## src/rtl/uart_tx_axis.sv

```systemverilog
// uart_tx_axis: byte-stream UART transmitter.
// Accepts bytes over a ready/valid sink into a one-byte holding register and
// serialises them 8N1, LSB first, on tx_serial_o. Because the holding register
// can be refilled while a frame shifts out, consecutive frames run back to back.
// Optional feature: define UART_TX_PARITY_EN to insert a parity bit (even or odd
// per OddParity) between the data bits and the stop bit, giving 11-bit frames.
module uart_tx_axis #(
  parameter int ClksPerBit = 104,
  parameter int OddParity  = 0
) (
  input  logic       clk_i,
  input  logic       reset_n_i,
  input  logic       valid_i,
  output logic       ready_o,
  input  logic [7:0] data_i,
  output logic       tx_serial_o,
  output logic       busy_o
);

  localparam int CW = (ClksPerBit > 2) ? $clog2(ClksPerBit) : 1;
  localparam logic [CW-1:0] BaudLast = CW'(ClksPerBit - 1);

  if (ClksPerBit < 2 || ClksPerBit > 65535 || OddParity < 0 || OddParity > 1) begin : g_param_check
    $error("uart_tx_axis: ClksPerBit must be 2..65535 and OddParity 0 or 1");
  end

  typedef enum logic [2:0] {
    S_IDLE,
    S_START,
    S_DATA,
`ifdef UART_TX_PARITY_EN
    S_PARITY,
`endif
    S_STOP
  } state_t;

  state_t          state_q, state_d;
  logic [CW-1:0]   baud_q, baud_d;
  logic [2:0]      bit_idx_q, bit_idx_d;
  logic            hold_full_q, hold_full_d;
  logic [7:0]      hold_data_q;
  logic [7:0]      shift_q, shift_d;
  logic            tx_q, tx_d;
  logic            bit_end;
  logic            load;
  logic            accept;

`ifdef UART_TX_PARITY_EN
  logic            par_q, par_d;

  // Parity of a byte, folded with the configured sense.
  function automatic logic frame_parity(input logic [7:0] b);
    return (^b) ^ (OddParity != 0);
  endfunction
`endif

  assign bit_end = (baud_q == BaudLast);
  assign accept  = valid_i & ~hold_full_q;
  // The holding byte moves into the shifter from IDLE, or straight out of the
  // last stop cycle so the next start bit follows with no idle gap.
  assign load    = hold_full_q & ((state_q == S_IDLE) | ((state_q == S_STOP) & bit_end));

  // State register; reset puts the shifter back to IDLE mid-frame.
  always_ff @(posedge clk_i or negedge reset_n_i) begin
    if (!reset_n_i) begin
      state_q <= S_IDLE;
    end else begin
      state_q <= state_d;
    end
  end

  // Next-state logic for the frame sequencer.
  always_comb begin
    state_d = state_q;
    unique case (state_q)
      S_IDLE:   if (hold_full_q) state_d = S_START;
      S_START:  if (bit_end) state_d = S_DATA;
`ifdef UART_TX_PARITY_EN
      S_DATA:   if (bit_end && bit_idx_q == 3'd7) state_d = S_PARITY;
      S_PARITY: if (bit_end) state_d = S_STOP;
`else
      S_DATA:   if (bit_end && bit_idx_q == 3'd7) state_d = S_STOP;
`endif
      S_STOP:   if (bit_end) state_d = hold_full_q ? S_START : S_IDLE;
      default:  state_d = S_IDLE;
    endcase
  end

  // Baud/bit counters, holding flag and shifter next values.
  always_comb begin
    baud_d      = '0;
    bit_idx_d   = 3'd0;
    hold_full_d = accept | (hold_full_q & ~load);
    shift_d     = shift_q;
    if (state_q != S_IDLE && !bit_end) begin
      baud_d = baud_q + CW'(1);
    end
    if (state_q == S_DATA) begin
      bit_idx_d = bit_end ? bit_idx_q + 3'd1 : bit_idx_q;
      if (bit_end) begin
        shift_d = shift_q >> 1;
      end
    end
    if (load) begin
      shift_d = hold_data_q;
    end
  end

`ifdef UART_TX_PARITY_EN
  // Parity is captured when the byte enters the shifter, before it shifts away.
  always_comb begin
    par_d = load ? frame_parity(hold_data_q) : par_q;
  end
`endif

  // Output logic: the serial level is decoded from the next state so the
  // registered line changes on the same edge as the state.
  always_comb begin
    tx_d = 1'b1;
    unique case (state_d)
      S_START:  tx_d = 1'b0;
      S_DATA:   tx_d = shift_d[0];
`ifdef UART_TX_PARITY_EN
      S_PARITY: tx_d = par_d;
`endif
      default:  tx_d = 1'b1;
    endcase
    ready_o = ~hold_full_q;
    busy_o  = (state_q != S_IDLE) | hold_full_q;
  end

  // Control registers: counters, holding flag and the glitch-free line flop.
  always_ff @(posedge clk_i or negedge reset_n_i) begin
    if (!reset_n_i) begin
      baud_q      <= '0;
      bit_idx_q   <= 3'd0;
      hold_full_q <= 1'b0;
      tx_q        <= 1'b1;
    end else begin
      baud_q      <= baud_d;
      bit_idx_q   <= bit_idx_d;
      hold_full_q <= hold_full_d;
      tx_q        <= tx_d;
    end
  end

  // Data registers: holding byte and shifter contents are qualified by the
  // control state, so they need no reset.
  always_ff @(posedge clk_i) begin
    if (accept) begin
      hold_data_q <= data_i;
    end
    shift_q <= shift_d;
`ifdef UART_TX_PARITY_EN
    par_q   <= par_d;
`endif
  end

  assign tx_serial_o = tx_q;

endmodule
```

## config.mk

```make
export PLATFORM = sky130hd
export DESIGN_NAME = uart_tx_axis
export DESIGN_NICKNAME = d
export VERILOG_FILES = /design/src/rtl/uart_tx_axis.sv
export SDC_FILE = /design/constraint.sdc
export NUM_CORES = 1
export LEC_CHECK = 0
export CAP_MARGIN = 10
export CORE_MARGIN = 4
export CORE_UTILIZATION = 54
export DETAILED_ROUTE_END_ITERATION = 12
export GPL_TIMING_DRIVEN = 0
export HOLD_SLACK_MARGIN = 0.15
export PLACE_DENSITY = 0.77
export RECOVER_POWER = 25
export SYNTH_ARGS = -nofsm -noshare
export SYNTH_HDL_FRONTEND = slang
export SYNTH_SLANG_ARGS = --single-unit
```

## constraint.sdc

```tcl
create_clock -name clk_i -period 3.5 [get_ports clk_i]
set_input_delay 0.525 -clock clk_i [delete_from_list [all_inputs] [get_ports clk_i]]
set_output_delay 0.525 -clock clk_i [all_outputs]
set_load 0.1 [all_outputs]
```

==> summary.md <==
| Metric | Value |
|---|---|
| Status | `finished clean` |
| Combinational power share | `16.5%` |
| Die Area | `3340 um^2` |
| Nets | `136` |
| Clk root buf | `clkbuf_4` |
| Synth Cell Area | `1340 um^2` |
| WL per Instance | `15.5 um` |
| Yosys warns | `0` |
| Clk_lat worst skew | `0.33 ns` |
| Share of layout cells above drive strength 1 | `11.4%` |
| PwrDens | `494 nW/um^2` |
| CTS tree | `built` |
| Distinct cells, synth | `33` |
| Final Cycle Share | `78.1%` |
| Core ar. | `2280 um^2` |
| Pint | `0.547 mW` |
| Leakage | `0.635 nW` |
| Post-route minimum period | `2.73 ns` |
| Hold crit path type | `flop to flop` |
| Synth area leader | `edfxtp_1` |
| Initial antenna violation count | `0` |
| Post-synthesis sequential area ratio | `63.2%` |
| Top cell family by delay on the critical path | `buffers and inverters` |
| Critical path class | `flop to output port` |
| Die Ht | `57.8 um` |
| Clock network power share | `24.5%` |
| IO buf count | `13` |
| Area added between synthesis and finish | `16.0%` |
| Highest Clock Rate | `366 MHz` |
| Ant. Diodes | `0` |
| Layout Skew | `0.00870 ns` |
| Critical Path AT | `2.21 ns` |
| Post-CTS Resized | `0` |
| # hold bufs at CTS | `0` |
| Critical Path End Type | `output port` |
| Synth area leaders | `edfxtp_1, dfrtp_1, nor2_1` |
| Die W | `57.8 um` |
| Worst Path Buf+Inv | `1` |
| Total gr overflow | `0` |
| Routability congestion estimate from global placement | `0.836` |
| Drt drc | `0` |
| RSZ-0062 raised after global routing | `no` |
| Most common library cells after synthesis | `edfxtp_1, nor2_1, dfrtp_1, a22o_1` |
| Number of global-route vias before repair | `838` |
| Sequential share of power | `59.0%` |
| Storage cell area | `847 um^2` |
| Clock Sinks | `31` |
| Max-Cap Viols | `0` |
| GRT Overall Usage | `16.5%` |
| Vias after detailed routing | `821` |
| Vias/cell | `5.44` |
| Fin. Hold Viols | `0` |
| Syn avg cell area | `13.1 um^2` |
| Pre-Repair DR Iteration Count | `4` |
| Net switching power | `0.221 mW` |
| Ys flop type | `edfxtp_1` |
| Design Area, Final | `1550 um^2` |
| Max FO, Critical Path | `6` |
| Slew margin rel. | `35.3%` |
| Number of synthesized flops with an enable pin | `15` |
| Syn Inst Count | `102` |
| Register clock-pin slew on the reported worst setup and hold paths | `0.09 ns` |
| VDD IR max | `0.373 mV` |
| I/O Pins | `14` |
| Post-route insts no fill | `151` |
| Max incr delay on CP | `0.97 ns` |
| Tot Pwr | `0.768 mW` |
| Layout fillers | `163` |
| Required @ worst endpoint | `2.97 ns` |
| Initial core utilization | `58.9%` |
| CP startpoint kind | `flop` |
| Final WL | `2.35 mm` |
| CTS max path bufs | `2` |
| Final setup fails | `0` |
| Top cell type's share of synthesized area | `33.6%` |
| Dpl hpwl | `1.70 mm` |
| Dpl cell area | `1510 um^2` |
| H-Tree Depth | `2` |
| Slew at the pin closest to its max-slew limit | `0.968 ns` |
| First-pass GRT wire length | `3.96 mm` |
| Multi-input logic area | `448 um^2` |
| Crit-path slowest cell | `clkdlybuf4s50_1` |
| Yosys reg bits | `31` |
| Switching share of power | `28.8%` |
| Async SR Flop Fraction | `48.4%` |
| TNS Setup | `0 ns` |
| Post-CTS Setup Repair Bufs | `0` |
| Largest net degree at the start of global routing | `16` |
| DRT iter0 DRCs | `24` |
| Final ANT Viol Nets | `0` |
| Dpl cells | `143` |
| Crit-path cells | `nor3_1 -> nand2_1 -> clkdlybuf4s50_1` |
| Syn nets | `116` |
| Max Slew Vio Count | `0` |
| Standard-cell rows | `17` |
| Inserted Clock Buffers | `5` |
[placed cells by master (no fill, tap or decap), types with 2 or more instances in the layout]
master / instances
a22o_1: 6
and2_1: 2
and3_1: 3
and4_1: 2
buf_6: 2
clkbuf_4: 5
clkdlybuf4s50_1: 4
clkinv_1: 2
dfrtp_1: 14
dlygate4sd3_1: 9
edfxtp_1: 15
ha_1: 3
inv_1: 4
mux2i_1: 4
nand2_1: 4
nand3_1: 3
nor2_1: 15
nor2b_1: 2
xnor2_1: 2
xor2_1: 4
[area by class of cell]
cell class,count,area share [%]
Sequential cell,31,54.5
Multi-Input combinational cell,64,28.8
Timing Repair Buffer,13,8.37
Clock buffer,6,2.66
Tap cell,28,2.25
Buffer,3,1.93
Inverter,4,0.966
Clock inverter,2,0.483
[per-stage QoR]
| step | hold slack [ns] | utilization (%) | worst slack (ns) |
|---|---|---|---|
| final | 0.486 | 68.3 | 0.765 |
| after global routing | 0.505 | 68.3 | 0.613 |
| after CTS | 0.485 | 68.3 | 0.736 |
| after detailed placement | 0.472 | 66.1 | 1.11 |
| after global placement | 0.463 | 66.1 | 1.12 |
| after floorplan | 0.229 | - | 1.08 |
[routing by layer]
metal	track usage, %	part of all wire (%)	up-vias	routed length (um)
li1	-	-	406	-
met1	20.7	46	399	1070
met2	25.2	49	10	1140
met3	6.68	3.6	6	84
met4	6.95	2.0	0	47
met5	0	0	-	0
[sequential cells by signal, indices dropped and copies added, names as in the netlist]
register and count:
hold_full_q 1, baud_q 7, shift_q 8, state_q 3
tx_serial_o 1, hold_data_q 8, bit_idx_q 3
[path summary, 6_finish.rpt]
check | from | end | slack (ns) | cells after the start
worst max register to register | baud_q[0] | shift_q[2] | 1.56 | 5
max in group asynchronous | reset_n_i | bit_idx_q[0] | 2.40 | 1
min in group asynchronous | reset_n_i | hold_full_q | 0.67 | 1
worst min-delay path | baud_q[0] | baud_q[0] | 0.49 | 1
worst max-delay path | state_q[2] | busy_o | 0.77 | 3
worst min register to register | baud_q[0] | baud_q[0] | 0.49 | 1
[kinds of logic (layout without fill, tap and decap cells)]
kind of cell	Yosys count	in the layout	synth area share, %
adders and majority gates	3	3	2.80
other	1	1	0.280
AOI/OAI and AO/OA	12	12	7.56
DFF	31	31	63.2
xor gates and xnor gates	6	6	3.92
muxes	4	4	2.99
and+or+nand+nor	38	38	15.9
buffers and inverters	7	28	3.36
[power groups by stage]
stage / Sequential [mW] / Combinational [mW] / Clock (mW)
after floorplan: 0.463 / 0.0841 / 0
after global placement: 0.458 / 0.125 / 0
after detailed placement: 0.461 / 0.131 / 0
after CTS: 0.453 / 0.131 / 0.194
after global routing: 0.459 / 0.141 / 0.210
final: 0.453 / 0.127 / 0.188
Note: power is estimated with default switching activity, not from simulation.
